`config.mk`:
```
export PLATFORM = sky130hd
export DESIGN_NAME = led_phase_scheduler_flat
export DESIGN_NICKNAME = d
export VERILOG_FILES = /design/src/rtl/led_phase_scheduler_if.sv /design/src/rtl/led_phase_scheduler.sv /design/src/flat_wrapper.sv
export SDC_FILE = /design/constraint.sdc
export NUM_CORES = 1
export LEC_CHECK = 0
export BUFFER_PORTS_ARGS = -buffer_cell sky130_fd_sc_hd__buf_4
export CAP_MARGIN = 10
export CORE_MARGIN = 8
export CORE_UTILIZATION = 43
export CTS_CLUSTER_DIAMETER = 50
export DETAILED_ROUTE_END_ITERATION = 12
export PLACE_DENSITY = 0.65
export SLEW_MARGIN = 15
export SYNTH_ARGS = -nofsm -noshare
export SYNTH_HDL_FRONTEND = slang
export SYNTH_SLANG_ARGS = --single-unit
```
`constraint.sdc`:
```
create_clock -name CLK -period 1.97 [get_ports CLK]
set_input_delay 0.0985 -clock CLK [delete_from_list [all_inputs] [get_ports CLK]]
set_output_delay 0.0985 -clock CLK [all_outputs]
set_load 0.005 [all_outputs]
```
`src/rtl/led_phase_scheduler_if.sv`:
```
// led_phase_scheduler_if: RED/IR averaged sample pair valid/ready port
interface led_phase_scheduler_if;
  logic       out_valid;
  logic       out_ready;
  logic [7:0] RED_ADC_Value;
  logic [7:0] IR_ADC_Value;
  modport master (output out_valid, RED_ADC_Value, IR_ADC_Value, input out_ready);
  modport slave (input out_valid, RED_ADC_Value, IR_ADC_Value, output out_ready);
endinterface

```
`src/rtl/led_phase_scheduler.sv`:
```
// led_phase_scheduler: RED/IR LED time-multiplexing with settle blanking and per-phase ADC averaging
// Optional AMBIENT_SUB_EN adds an LEDs-off ambient phase subtracted (saturating) from both averages.
module led_phase_scheduler #(
  parameter int SETTLE_CYC = 6,
  parameter int SAMP_LOG2  = 2
) (
  input  logic       CLK,
  input  logic       rst,
  input  logic       enable,
  input  logic       cfg_load,
  input  logic [6:0] cfg_red_dc,
  input  logic [3:0] cfg_red_pga,
  input  logic [6:0] cfg_ir_dc,
  input  logic [3:0] cfg_ir_pga,
  input  logic [7:0] ADC,
  output logic       LED_RED,
  output logic       LED_IR,
  output logic [6:0] DC_Comp,
  output logic [3:0] PGA_Gain,
  output logic       overrun,
  output logic       busy,
  led_phase_scheduler_if.master sample
);
  localparam int N  = 1 << SAMP_LOG2;
  localparam int AW = 8 + SAMP_LOG2;
  typedef enum logic [2:0] {IDLE, RED_SET, RED_ACQ, IR_SET, IR_ACQ, AMB_SET, AMB_ACQ, PUBLISH} state_t;
`ifdef AMBIENT_SUB_EN
  localparam state_t AFTER_IR = AMB_SET;
`else
  localparam state_t AFTER_IR = PUBLISH;
`endif
  state_t        state, state_n;
  logic [3:0]    cnt;
  logic [AW-1:0] acc, acc_sum;
  logic [7:0]    avg, red_avg, ir_avg, red_pub, ir_pub;
  logic [6:0]    pend_red_dc, pend_ir_dc, act_red_dc, act_ir_dc, dc_set;
  logic [3:0]    pend_red_pga, pend_ir_pga, act_red_pga, act_ir_pga, pga_set;
  logic          set_done, acq_done, is_acq, enter, enter_set, start;
  always_comb begin
    acc_sum   = acc + AW'(ADC);
    avg       = 8'(acc_sum >> SAMP_LOG2);
    set_done  = cnt == 4'(SETTLE_CYC - 1);
    acq_done  = cnt == 4'(N - 1);
    is_acq    = state inside {RED_ACQ, IR_ACQ, AMB_ACQ};
    state_n   = state;
    case (state)
      IDLE:    state_n = enable ? RED_SET : IDLE;
      RED_SET: state_n = set_done ? RED_ACQ : RED_SET;
      RED_ACQ: state_n = acq_done ? IR_SET : RED_ACQ;
      IR_SET:  state_n = set_done ? IR_ACQ : IR_SET;
      IR_ACQ:  state_n = acq_done ? AFTER_IR : IR_ACQ;
      AMB_SET: state_n = set_done ? AMB_ACQ : AMB_SET;
      AMB_ACQ: state_n = acq_done ? PUBLISH : AMB_ACQ;
      PUBLISH: state_n = enable ? RED_SET : IDLE;
    endcase
    // Dropping enable mid-frame abandons the partial frame; PUBLISH still completes.
    if (!enable && state != IDLE && state != PUBLISH) state_n = IDLE;
    enter     = state_n != state;
    enter_set = enter && state_n inside {RED_SET, IR_SET, AMB_SET};
    start     = enter && state_n == RED_SET;
    // RED_SET is entered on the same edge that pending becomes active, so read pending directly.
    dc_set    = state_n == RED_SET ? pend_red_dc : state_n == IR_SET ? act_ir_dc : act_red_dc;
    pga_set   = state_n == RED_SET ? pend_red_pga : state_n == IR_SET ? act_ir_pga : act_red_pga;
`ifdef AMBIENT_SUB_EN
    red_pub   = red_avg > 8'(acc >> SAMP_LOG2) ? red_avg - 8'(acc >> SAMP_LOG2) : '0;
    ir_pub    = ir_avg > 8'(acc >> SAMP_LOG2) ? ir_avg - 8'(acc >> SAMP_LOG2) : '0;
`else
    red_pub   = red_avg;
    ir_pub    = ir_avg;
`endif
  end
  always_ff @(posedge CLK) begin
    if (rst) begin
      state                <= IDLE;
      cnt                  <= '0;
      acc                  <= '0;
      red_avg              <= '0;
      ir_avg               <= '0;
      pend_red_dc          <= 7'd64;
      pend_ir_dc           <= 7'd64;
      act_red_dc           <= 7'd64;
      act_ir_dc            <= 7'd64;
      pend_red_pga         <= '0;
      pend_ir_pga          <= '0;
      act_red_pga          <= '0;
      act_ir_pga           <= '0;
      LED_RED              <= 1'b0;
      LED_IR               <= 1'b0;
      DC_Comp              <= 7'd64;
      PGA_Gain             <= '0;
      overrun              <= 1'b0;
      busy                 <= 1'b0;
      sample.out_valid     <= 1'b0;
      sample.RED_ADC_Value <= '0;
      sample.IR_ADC_Value  <= '0;
    end else begin
      state   <= state_n;
      cnt     <= enter ? '0 : cnt + 4'd1;
      busy    <= state_n != IDLE;
      LED_RED <= state_n inside {RED_SET, RED_ACQ};
      LED_IR  <= state_n inside {IR_SET, IR_ACQ};
      if (cfg_load) begin
        pend_red_dc  <= cfg_red_dc;
        pend_red_pga <= cfg_red_pga;
        pend_ir_dc   <= cfg_ir_dc;
        pend_ir_pga  <= cfg_ir_pga;
      end
      if (start) begin
        act_red_dc  <= pend_red_dc;
        act_red_pga <= pend_red_pga;
        act_ir_dc   <= pend_ir_dc;
        act_ir_pga  <= pend_ir_pga;
      end
      if (enter_set) begin
        DC_Comp  <= dc_set;
        PGA_Gain <= pga_set;
        acc      <= '0;
      end else if (is_acq) begin
        acc <= acc_sum;
      end
      // The last ACQ edge of each phase leaves the full average behind.
      if (state == RED_ACQ) red_avg <= avg;
      if (state == IR_ACQ) ir_avg <= avg;
      if (state == PUBLISH) begin
        sample.out_valid     <= 1'b1;
        sample.RED_ADC_Value <= red_pub;
        sample.IR_ADC_Value  <= ir_pub;
        if (sample.out_valid && !sample.out_ready) overrun <= 1'b1;
      end else if (sample.out_valid && sample.out_ready) begin
        sample.out_valid <= 1'b0;
      end
    end
  end
endmodule
```
`src/flat_wrapper.sv`:
```
// flat-port wrapper written by rule: the top's interface ports become plain ports
module led_phase_scheduler_flat 
#(
  parameter int SETTLE_CYC = 6,
  parameter int SAMP_LOG2  = 2
)
  (CLK, rst, enable, cfg_load, cfg_red_dc, cfg_red_pga, cfg_ir_dc, cfg_ir_pga, ADC, LED_RED, LED_IR, DC_Comp, PGA_Gain, overrun, busy, sample_out_valid, sample_RED_ADC_Value, sample_IR_ADC_Value, sample_out_ready);
  led_phase_scheduler_if sample_i ();
  input  logic CLK;
  input  logic rst;
  input  logic enable;
  input  logic cfg_load;
  input  logic [6:0] cfg_red_dc;
  input  logic [3:0] cfg_red_pga;
  input  logic [6:0] cfg_ir_dc;
  input  logic [3:0] cfg_ir_pga;
  input  logic [7:0] ADC;
  output logic LED_RED;
  output logic LED_IR;
  output logic [6:0] DC_Comp;
  output logic [3:0] PGA_Gain;
  output logic overrun;
  output logic busy;
  output wire logic [$bits(sample_i.out_valid)-1:0] sample_out_valid;
  output wire logic [$bits(sample_i.RED_ADC_Value)-1:0] sample_RED_ADC_Value;
  output wire logic [$bits(sample_i.IR_ADC_Value)-1:0] sample_IR_ADC_Value;
  input wire logic [$bits(sample_i.out_ready)-1:0] sample_out_ready;
  assign sample_out_valid = sample_i.out_valid;
  assign sample_RED_ADC_Value = sample_i.RED_ADC_Value;
  assign sample_IR_ADC_Value = sample_i.IR_ADC_Value;
  assign sample_i.out_ready = sample_out_ready;
  led_phase_scheduler #(.SETTLE_CYC(SETTLE_CYC), .SAMP_LOG2(SAMP_LOG2)) u_core (.CLK(CLK), .rst(rst), .enable(enable), .cfg_load(cfg_load), .cfg_red_dc(cfg_red_dc), .cfg_red_pga(cfg_red_pga), .cfg_ir_dc(cfg_ir_dc), .cfg_ir_pga(cfg_ir_pga), .ADC(ADC), .LED_RED(LED_RED), .LED_IR(LED_IR), .DC_Comp(DC_Comp), .PGA_Gain(PGA_Gain), .overrun(overrun), .busy(busy), .sample(sample_i));
endmodule
```
# --- Word-level counts from Yosys, hierarchy flattened ---
# Cells that the tools add are included.
classes:
  add_sub_neg: 2
  eq_ne: 16
  mux: 15
  reduce_logical: 20
ops:
  columns: ["operator", "n"]
  rows:
  - ["$pmux 3 s7", 1]
  - ["$eq 3x3->1 const B", 6]
  - ["$mux 7", 2]
  - ["$eq 3x2->1 const B", 4]
  - ["$reduce_bool 3->1", 4]
  - ["$add 10x8->10", 1]
  - ["$mux 4", 2]
  - ["$eq 3x1->1 const B", 2]
  - ["$logic_and 1x1->1", 6]
  - ["$mux 2", 3]
  - ["$mux 3", 2]
  - ["$reduce_bool 2->1", 3]
  - ["$reduce_or 2->1", 3]
  - ["$mux 1", 5]
  - ["$add 4x1->4 const B", 1]
  - ["$eq 4x2->1 const B", 1]
  - ["$eq 4x3->1 const B", 1]
  - ["$logic_not 3->1", 1]
  - ["$ne 3x3->1", 1]
  - ["$ne 3x3->1 const B", 1]
  - ["$logic_not 1->1", 2]
  - ["$reduce_and 2->1", 1]
word_totals:
  ff_bits: 109
  in_bits: 35
  output_inout_bits: 32
  elab_cells: 75

# --- Longest topological paths before layout ---
# Gate-level depths: netlist of run 1.
logic_depth:
  ltp_word: 8
  ltp_mapped: 8
  depth_no_buf: 8

# --- Least setup slack after synthesis of run 1 ---
# OpenSTA, ideal clock, no wires.
synth_path:
  path_kind: "register -> register"
  start: "register u_core.acc[1]"
  end: "register u_core.ir_avg[5]"
  setup_ns: 0.115
  arrival_ns: 1.692
  t_required_ns: 1.855
  slack_ns: 0.163
  stages_incl_launch_ff: 7
  path_buffers: 0
  synth_period_minus_slack_ns: 1.807
  path_cell_list: "dfxtp_1 ha_1 a211oi_1 o21ai_0 a211oi_1 nor3_1 o21a_1"
synth_via:
  elab_chain_cells: 1
synth_rtl:
  columns: ["element", "line_no", "source"]
  rows:
  - ["start, declared", "led_phase_scheduler.sv:34", "logic [AW-1:0] acc, acc_sum;"]
  - ["start signal, assigned", "led_phase_scheduler.sv:119", "acc <= acc_sum;"]
  - ["$add 10x8->10", "led_phase_scheduler.sv:40", "acc_sum = acc + AW'(ADC);"]
  - ["end signal, assigned", "led_phase_scheduler.sv:123", "if (state == IR_ACQ) ir_avg <= avg;"]
  - ["end, declared", "led_phase_scheduler.sv:35", "logic [7:0] avg, red_avg, ir_avg, red_pub, ir_pub;"]
# Every way passes these cells.
# A chain may end at the register's enable or synchronous reset.

# --- Worst setup path in the final report of run 1 ---
layout_path:
  start: "register u_core.acc[0]"
  end: "register u_core.red_avg[4]"
layout_via:
  elab_chain_cells: 1
layout_rtl:
  columns: ["element", "line_no", "source"]
  rows:
  - ["$add 10x8->10", "led_phase_scheduler.sv:40", null]
  - ["end signal, assigned", "led_phase_scheduler.sv:122", "if (state == RED_ACQ) red_avg <= avg;"]
  - ["end, declared", "led_phase_scheduler.sv:35", null]
# Every way passes these cells.

==> impl_metrics.ini, run 1 <==
[run_status]
status = finished, final reports clean

[floorplan]
num_rows = 36
fp.dieH_um = 114
die_x_um = 114
core_um2 = 9550
num_io_pins = 67
die_area_um2 = 13000
initial_core_util = 0.434

[timing]
period_needed_ns = 1.88
relSlewSlack = 0.621
final.setup.tns_ns = 0
finalHoldViolations = 0
fin_skew_ns = 0.00673
period_share = 0.954
slew_violations = 0
setup_viol = 0
clock.fmax_mhz = 532
rsz0062_at_grt = false
worstMarginPinSlew_ns = 0.568

[pwr]
combinationalPowerShare = 0.085
p_sw_uw = 868
switching_share = 0.238
leakagePower_uw = 0.00220
clkPwrFrac = 0.350
seq_power_share = 0.564
ir_drop_uv = 329
power.internal_uw = 2780
powerDensity_nw_per_um2 = 692
power_uw = 3640

[synth]
synth_cells = 480
ys_seq_area_frac = 0.474
synth_area_per_cell_um2 = 8.63
syn-num-nets = 526
synth_ff_type = dfxtp_1
synth_enable_flop_cells = 0
ys_ff_latch = 98
netlist_area_um2 = 4140
ys_warn_count = 0
yosys.cell_types.count = 51
synth-async-reset-ratio = 0

[global_routing]
track_usage = 0.155
use_met2 = 0.247
globalRouteOverflowTotal = 0
antenna_found_initial = 0
grt_util_met3 = 0.0348
gr-usage-met1 = 0.194
grt_busiest_layer = met2
grt_pass1_vias = 3436
grt_max_degree = 56
grt_pass1_wl_um = 16300

[place]
io_buffers = 66
gp_congestion = 0.879
dpl.hpwl_um = 7040

[flow_run]
maxCapViolCount = 0

[worst_setup_path]
worstRegToRegCells = 8
critPathCaptureType = flop
worst-path-max-fanout = 3
worstPathRequired_ns = 2.24
cp_top_family = compound AO/OA/AOI/OAI gates
r2r_start = u_core.acc[0]
worstSetupPathType = flop to flop
reg2reg_to = u_core.red_avg[4]
cpPeakStageDelay_ns = 0.37
reg2reg_slack_ns = 0.09
cp_cell_sequence = ha_4, inv_2, fa_2, nor2b_2, or2_4, a221o_1, xnor2_2, o31ai_1
startpoint_type = flop
critPathArrivalTime_ns = 2.15
cp_slowest_cell = a221o_1
path_buf_inv = 1

[detailed_routing]
drt_iter0_drc = 180
final_antenna_net_count = 0
drt_wl_total_um = 9900
dr.pass1.iters = 7
wl_per_cell_um = 14.1
drc = 0
vias = 3554
via_per_inst = 5.05

[clocking]
cts_tree = yes
ctsRootBufferMaster = clkbuf_8
cts_made_buffers = 9
cts_sinks = 98
clock_latency_ns = 0.36
clkTransAtPathRegs_ns = 0.09
htreeDepth = 3
clockBufferDepth = 2

[finish]
diodes = 0
nets = 612
final_layout_size_suffix_gt1_frac = 0.205
syn2layout_area_growth_pct = 27.1

[min_path]
holdPathEnd = u_core.sample.out_valid
whs_path_depth = 3
hold_path.startpoint = sample_out_ready
hold_path_class = primary input to flop
-- worst min-delay path: cells and delay by family --
family	cells	cell delay (ns)
AND/OR/NAND/NOR	1	0.11
AO/OA/AOI/OAI	1	0.06
buffers and inverters	1	0.07
-- power groups by stage --
stage	clock network (uW)	registers, uW	logic [uW]
after detailed placement	0	2100	272
after global routing	1390	2060	344
final	1280	2060	311
after CTS	1320	2060	309
after floorplan	0	2090	163
after global placement	0	2100	268
-- cell usage in the layout, fill, tap and decap left out, types with 4 or more instances in the layout --
cell,instances
nand2_1,101
dfxtp_1,96
buf_4,83
a21oi_1,47
nor2_1,37
mux2i_1,33
dlygate4sd3_1,23
o21ai_0,17
nand3_1,11
nor3_1,9
clkbuf_8,9
ha_1,8
inv_1,7
o21a_1,7
xnor2_1,5
and2_1,5
o211ai_1,5
a211oi_1,4
-- layout make-up --
cell class,count,area (um2)
Clock buffer,10,128
Timing Repair Buffer,106,853
Multi-Input combinational cell,343,2060
Clock inverter,6,65.1
Tap cell,133,166
Inverter,8,30.0
Sequential cell,98,1960
Fill cell,907,4290
-- cell families (layout without fill, tap and decap cells) --
group | after synthesis | after routing | synth area share
fa+ha+maj | 11 | 11 | 0.0351
simple gates | 181 | 181 | 0.189
compound gates | 108 | 108 | 0.160
xor+xnor | 9 | 9 | 0.0190
buf+inv | 39 | 130 | 0.0405
mux | 34 | 34 | 0.0825
flops | 98 | 98 | 0.474
-- worst max path at each step --
stage                  start           endpoint  slack [ns]  cells past startpoint
2_1_floorplan  u_core.acc[1]   u_core.ir_avg[5]        0.16                      6
3_3_place_gp   u_core.acc[0]   u_core.ir_avg[6]        0.06                      8
3_5_place_dp   u_core.acc[0]   u_core.ir_avg[2]        0.03                      8
4_1_cts        u_core.acc[0]   u_core.ir_avg[6]        0.02                      8
5_1_grt        u_core.acc[0]  u_core.red_avg[4]       0.004                      8
6_report       u_core.acc[0]  u_core.red_avg[4]        0.09                      8
-- through the flow --
stage               worst slack [ns]  area (um2)  cells  hold WS (ns)  utilization
CTS                           0.0235        5210    703        0.0168        0.545
floorplan                      0.163        4140    480         0.227            -
global placement              0.0624        4780    664         0.318        0.501
global route                 0.00415        5260    704        0.0263        0.551
detailed placement            0.0324        4780    664         0.326        0.501
finish                        0.0905        5260    704        0.0260        0.551
-- synth_stat cells (2+ instances only) --
cell / instances / area [um2]
clkbuf_1: 21 / 78.8
o211ai_1: 5 / 37.5
and3_1: 3 / 18.8
ha_1: 10 / 125
mux2i_1: 33 / 330
inv_1: 8 / 30.0
or2_2: 2 / 12.5
dfxtp_1: 98 / 1960
nand2_1: 101 / 379
and2_1: 5 / 31.3
a21oi_1: 48 / 240
o21a_1: 7 / 52.6
nand3_1: 11 / 55.1
o22ai_1: 3 / 18.8
o21bai_1: 2 / 15.0
nand2b_1: 3 / 18.8
xor2_1: 3 / 26.3
a211oi_1: 5 / 37.5
xnor2_1: 6 / 52.6
buf_2: 5 / 25.0
a21boi_0: 2 / 15.0
a21o_1: 2 / 15.0
buf_4: 2 / 15.0
o31ai_1: 3 / 22.5
o21ai_0: 18 / 90.1
nor3_1: 9 / 45.0
a31oi_1: 3 / 18.8
buf_1: 2 / 7.51
nor2_1: 38 / 143
-- routing by layer --
metal	part of all wire	up-vias
met3	0.049	16
met5	0	-
li1	-	1804
met2	0.47	80
met4	0.018	0
met1	0.46	1654
-- timing repair --
| item | in CTS | in global routing |
|---|---|---|
| hold endpoints to repair | 25 | 0 |
| resized for setup | 0 | 15 |
| hold buffers | 23 | 0 |
| setup endpoints to repair | 0 | 15 |
| buffers inserted | 0 | 1 |
-- flip-flops by register name, summed over array words and instances, names as in the netlist, 7 cells and up --
register                     flops
u_core.sample.IR_ADC_Value       8
u_core.red_avg                   8
u_core.ir_avg                    8
u_core.pend_ir_dc                7
u_core.sample.RED_ADC_Value      8
u_core.pend_red_dc               7
u_core.DC_Comp                   7
u_core.act_ir_dc                 7
u_core.acc                      10
(Power assumes the default switching activity.)
==> inputs of run 2 (changes only) <==
--- a/config.mk
+++ b/config.mk
@@ -5,6 +5,7 @@
 export SDC_FILE = /design/constraint.sdc
 export NUM_CORES = 1
 export LEC_CHECK = 0
+export ABC_AREA = 1
 export BUFFER_PORTS_ARGS = -buffer_cell sky130_fd_sc_hd__buf_4
 export CAP_MARGIN = 10
 export CORE_MARGIN = 8
==> run 2 against run 1 <==
Net effect:
- global-route usage is 0.98 points higher
- non-clock buffer count is 12 higher
- critical path depth is 2 higher
- flip-flop and latch count is 11 higher
- setup slack worse by 0.012 ns
- wire length is 22% higher
- critical path type unchanged
==> impl_metrics.ini, run 2 <==
[global_routing]
grt_pass1_wl_um = 19700
globalRouteOverflowTotal = 0
antenna_found_initial = 0
grt_max_degree = 82
gr-usage-met1 = 0.225
grt_pass1_vias = 4150
grt_busiest_layer = met2
use_met2 = 0.242
track_usage = 0.164
grt_util_met3 = 0.0456

[floorplan]
core_um2 = 10800
num_rows = 38
fp.dieH_um = 121
die_x_um = 121
die_area_um2 = 14600
initial_core_util = 0.438
num_io_pins = 67

[clocking]
cts_made_buffers = 9
clockBufferDepth = 2
clkTransAtPathRegs_ns = 0.11
htreeDepth = 3
clock_latency_ns = 0.40
cts_tree = yes
cts_sinks = 109
ctsRootBufferMaster = clkbuf_8

[timing]
worstMarginPinSlew_ns = 0.626
fin_skew_ns = 0.0149
timing.hold.ws_ns = 0.0554
clock.fmax_mhz = 529
setup_viol = 0
relSlewSlack = 0.582
period_share = 0.960
slew_violations = 0
final.setup.tns_ns = 0
period_needed_ns = 1.89
final.setup.worst_slack_ns = 0.0781
rsz0062_at_grt = true
finalHoldViolations = 0

[detailed_routing]
vias = 4453
drt_iter0_drc = 243
via_per_inst = 4.93
wl_per_cell_um = 13.3
dr.pass1.iters = 4
final_antenna_net_count = 0
drc = 0
drt_wl_total_um = 12000

[place]
dp_slack_ns = -0.0664
gp_congestion = 0.898
dpl.hpwl_um = 8370
place_area_um2 = 5450
io_buffers = 66

[synth]
netlist_area_um2 = 4730
ys_top_cells_by_area = dfxtp_1 46%, nand2_1 9.8%, nor2_1 8.7%
synth_area_per_cell_um2 = 7.20
yosys-top-cells-count = 124 x nand2_1, 110 x nor2_1, 109 x dfxtp_1, 74 x o21ai_0, 55 x inv_1
synth_ff_type = dfxtp_1
ys_warn_count = 0
synth_enable_flop_cells = 0
syn-num-nets = 703
yosys.cell_types.count = 30
ys_seq_area_frac = 0.461
yosys.area.top_type = dfxtp_1
synth_cells = 657
synthMostInstantiatedCell = nand2_1
ys_ff_latch = 109
netlist.area_leader.share = 0.461
synth-async-reset-ratio = 0

[finish]
diodes = 0
largest_register_ffs = 10
multi_input_area_um2 = 2380
largest-register = u_core.acc
layout_commonest_cell = nand2_1
final_layout_size_suffix_gt1_frac = 0.228
fillCellCount = 1005
nets = 804
final_cell_mix = 113 x nand2_1, 106 x nor2_1, 103 x dfxtp_1, 89 x buf_4, 72 x o21ai_0
syn2layout_area_growth_pct = 30.7
fin_area_um2 = 6180
regArea_um2 = 2200

[pwr]
seq_power_share = 0.540
clkPwrFrac = 0.325
power.internal_uw = 3150
ir_drop_uv = 406
leakagePower_uw = 0.00292
powerDensity_nw_per_um2 = 704
p_sw_uw = 1200
switching_share = 0.275
combinationalPowerShare = 0.135

[worst_setup_path]
cp_slowest_cell = dfxtp_2
critPathArrivalTime_ns = 2.22
worst-path-max-fanout = 3
cpPeakStageDelay_ns = 0.37
critPathCaptureType = flop
cp_cell_sequence = ha_4, inv_2, fa_2, o21ai_2, buf_6, a21oi_2, o21ai_1, xor2_1, nand2_1, a21oi_1
startpoint_type = flop
worstPathRequired_ns = 2.29
worstSetupPathType = flop to flop

[min_path]
hold_path_class = primary input to flop

[flow_run]
maxCapViolCount = 0

[run_status]
status = finished, final reports clean
==> run 2: changes by cell type in the layout (fill, tap and decap cells not counted), moves of 14 or more <==
cell / delta
inv_1: +45
nand3_1: +25
mux2i_1: -33
nand2_2: +14
nor2_1: +69
o21ai_0: +55
==> run 2: power groups by stage <==
| stage | logic, uW | registers [uW] | clock network, uW |
|---|---|---|---|
| final | 586 | 2350 | 1420 |
| after global routing | 659 | 2360 | 1540 |
| after CTS | 545 | 2350 | 1460 |
| after detailed placement | 502 | 2400 | 0 |
| after global placement | 493 | 2390 | 0 |
| after floorplan | 323 | 2380 | 0 |
==> run 2: logic make-up (layout without fill, tap and decap cells) <==
logic type | after synthesis | after routing | synth area share
buffers and inverters | 95 | 200 | 0.0780
xor gates and xnor gates | 8 | 8 | 0.0148
AOI/OAI and AO/OA | 131 | 131 | 0.145
DFF | 109 | 109 | 0.461
adders and majority gates | 11 | 11 | 0.0307
and+or+nand+nor | 303 | 304 | 0.270
==> run 2: cell type report <==
cell class / count / share of cell area
inverters: 66 / 0.0405
clock inverters: 7 / 0.0132
repair buffers: 118 / 0.157
clock buffers: 9 / 0.0200
flip-flops and latches: 109 / 0.355
multi-input cells: 454 / 0.385
well taps: 140 / 0.0283
==> run 2: metrics by stage <==
step / util / total power, uW / std cells
finish: 0.573 / 4350 / 903
global route: 0.573 / 4560 / 903
CTS: 0.547 / 4350 / 895
detailed placement: 0.505 / 2900 / 855
global placement: 0.505 / 2890 / 855
floorplan: - / 2710 / 657
==> run 2: critical path: cells and delay by family (launching register included) <==
family	cells	cell delay, ns
xor gates and xnor gates	1	0.23
AOI/OAI and AO/OA	4	0.47
and+or+nand+nor	1	0.08
adders and majority gates	2	0.51
DFF	1	0.37
buffers and inverters	2	0.16
==> run 2: worst paths after layout <==
kind                                            from  cells after the start  slack (ns)                    to
worst min register to register  u_core.act_red_dc[1]                      2        0.46  u_core.act_red_dc[1]
worst max register to register         u_core.acc[0]                     10        0.08         u_core.acc[6]
worst max-delay path                   u_core.acc[0]                     10        0.08         u_core.acc[6]
worst min-delay path                             rst                      2        0.06           u_core.busy
==> run 2: per-layer routing <==
layer  vias up  wire length, um
met3        10              626
met1      2028             5850
met2       100             5410
li1       2315                -
met4         0              160
met5         -                0
==> run 2: repair_timing <==
item	in CTS	in global routing
setup buffers	0	7
gates cloned	0	1
setup endpoints to repair	15	31
pin swaps	1	32
resized for setup	6	58
hold buffers	24	0
hold endpoints to repair	24	0
==> inputs of run 3 (changes only) <==
--- a/config.mk
+++ b/config.mk
@@ -5,13 +5,13 @@
 export SDC_FILE = /design/constraint.sdc
 export NUM_CORES = 1
 export LEC_CHECK = 0
-export ABC_AREA = 1
 export BUFFER_PORTS_ARGS = -buffer_cell sky130_fd_sc_hd__buf_4
 export CAP_MARGIN = 10
 export CORE_MARGIN = 8
 export CORE_UTILIZATION = 43
 export CTS_CLUSTER_DIAMETER = 50
 export DETAILED_ROUTE_END_ITERATION = 12
+export GPL_ROUTABILITY_DRIVEN = 0
 export PLACE_DENSITY = 0.65
 export SLEW_MARGIN = 15
 export SYNTH_ARGS = -nofsm -noshare
==> run 3 against run 2 <==
Net effect:
- setup slack improved by 0.0022 ns
- clock power fell by 8%
- utilization fell by 2.0 points
- combinational power fell by 46%
- non-clock buffer count fell by 13
- via count fell by 20%
- flip-flop and latch count fell by 11
- power fell by 16%
- cell count fell by 22%
- critical path type unchanged
==> impl_metrics.ini, run 3 (synthesized netlist as in run 1, its figures left out) <==
[flow_run]
maxCapViolCount = 0

[clocking]
clock_latency_ns = 0.36
clkTransAtPathRegs_ns = 0.10
cts_sinks = 98
htreeDepth = 3
ctsRootBufferMaster = clkbuf_8
clockBufferDepth = 2
cts_made_buffers = 9
cts_tree = yes

[timing]
period_needed_ns = 1.89
period_share = 0.959
fin_skew_ns = 0.0111
setup_viol = 0
finalHoldViolations = 0
rsz0062_at_grt = true
clock.fmax_mhz = 529
slew_violations = 0
relSlewSlack = 0.628
final.setup.tns_ns = 0
worstMarginPinSlew_ns = 0.558

[global_routing]
grt_max_degree = 56
antenna_found_initial = 0
track_usage = 0.156
grt_pass1_vias = 3463
globalRouteOverflowTotal = 0
grt_pass1_wl_um = 16400

[place]
io_buffers = 66
place_inst = 663
dpl.hpwl_um = 6870

[worst_setup_path]
critPathCaptureType = flop
reg2reg_slack_ns = 0.08
worstSetupPathType = flop to flop
worstPathRequired_ns = 2.22
cp_slowest_cell = a221o_1
cpPeakStageDelay_ns = 0.36
worst-path-max-fanout = 3
startpoint_type = flop
path_buf_inv = 1
r2r_start = u_core.acc[0]
cp_cell_sequence = ha_4, inv_2, fa_2, nor2b_2, or2_2, a221o_1, xnor2_2, o22ai_1
worstRegToRegCells = 8
cp_top_family = compound AO/OA/AOI/OAI gates
critPathArrivalTime_ns = 2.14
reg2reg_to = u_core.ir_avg[4]

[finish]
final_cell_mix = 101 x nand2_1, 97 x dfxtp_1, 81 x buf_4, 48 x a21oi_1, 37 x nor2_1
largest_register_ffs = 10
nets = 611
syn2layout_area_growth_pct = 27.4
multi_input_area_um2 = 2070
layout_commonest_cell = nand2_1
fillCellCount = 903
regArea_um2 = 1960
diodes = 0
final_layout_size_suffix_gt1_frac = 0.200
largest-register = u_core.acc
fin_cells = 702

[pwr]
p_sw_uw = 891
power.internal_uw = 2780
seq_power_share = 0.560
powerDensity_nw_per_um2 = 696
ir_drop_uv = 291
switching_share = 0.243
combinationalPowerShare = 0.087
leakagePower_uw = 0.00220
clkPwrFrac = 0.354

[detailed_routing]
drc = 0
vias = 3549
final_antenna_net_count = 0
drt_iter0_drc = 218
dr.pass1.iters = 4
via_per_inst = 5.06
drt_wl_total_um = 9890
wl_per_cell_um = 14.1

[min_path]
whs_path_depth = 3
holdPathEnd = u_core.sample.out_valid
hold_path.startpoint = sample_out_ready
hold_path_class = primary input to flop

[floorplan]
num_io_pins = 67
initial_core_util = 0.434
die_x_um = 114
die_area_um2 = 13000
fp.dieH_um = 114
num_rows = 36
core_um2 = 9550

[run_status]
status = finished, final reports clean
## run 3: changes by cell type in the layout (fill, tap and decap cells not counted), moves of 12 or more
| cell | previous run | this run |
|---|---|---|
| nand3_1 | 36 | 11 |
| inv_1 | 52 | 7 |
| nor2_1 | 106 | 37 |
| mux2i_1 | 0 | 33 |
| o21ai_0 | 72 | 17 |
| nand4_1 | 12 | 0 |
| nand2_1 | 113 | 101 |
| nand2_2 | 14 | 0 |
## run 3: what timing repair did
| action | CTS | global route |
|---|---|---|
| endpoints found under the setup margin | 0 | 14 |
| gates resized for setup | 0 | 13 |
| buffers inserted | 0 | 1 |
| endpoints found under the hold margin | 25 | 0 |
| hold buffers | 23 | 0 |
## run 3: stage by stage
step	utilization	hold slack, ns	instance area, um2	power, uW	setup WS (ns)
global route	0.553	0.0552	5280	3820	-0.00465
detailed placement	0.502	0.326	4790	2380	0.0389
finish	0.553	0.0314	5280	3670	0.0803
floorplan	-	0.227	4140	2260	0.163
global placement	0.502	0.318	4790	2370	0.0661
CTS	0.546	0.0110	5210	3690	0.0195
## run 3: worst max-delay path by stage
stage / end / depth (start not counted) / slack (ns) / startpoint
detailed placement: u_core.ir_avg[6] / 8 / 0.04 / u_core.acc[0]
finish: u_core.ir_avg[4] / 8 / 0.08 / u_core.acc[0]
floorplan: u_core.ir_avg[5] / 6 / 0.16 / u_core.acc[1]
global placement: u_core.ir_avg[6] / 8 / 0.07 / u_core.acc[0]
CTS: u_core.ir_avg[6] / 8 / 0.02 / u_core.acc[0]
global route: u_core.acc[4] / 8 / -0.005 / u_core.acc[0]
## run 3: cell type report
class | instances | area share
multi-input cells | 343 | 0.392
flip-flops and latches | 98 | 0.372
repair buffers | 105 | 0.163
well taps | 133 | 0.0315
clock buffers | 10 | 0.0242
clock inverters | 5 | 0.0121
inverters | 8 | 0.00569
## run 3: power by group through the flow
| stage | Clock [uW] | Combinational (uW) | Sequential, uW |
|---|---|---|---|
| after floorplan | 0 | 163 | 2090 |
| after detailed placement | 0 | 277 | 2100 |
| after global routing | 1400 | 353 | 2060 |
| after global placement | 0 | 272 | 2100 |
| final | 1300 | 318 | 2060 |
| after CTS | 1320 | 314 | 2050 |
## run 3: worst reg2reg max path, cell delays in order (launching register included)
cell     delay [ns]
dfxtp_2        0.34
ha_4           0.16
inv_2          0.05
fa_2           0.21
nor2b_2        0.05
or2_2          0.28
a221o_1        0.36
xnor2_2        0.21
o22ai_1        0.11
## run 3: routing by layer
layer	track usage	part of all wire	vias up
li1	-	-	1810
met1	0.195	0.48	1655
met2	0.259	0.46	74
met3	0.0301	0.043	10
met4	0.0586	0.014	0
met5	0	0	-
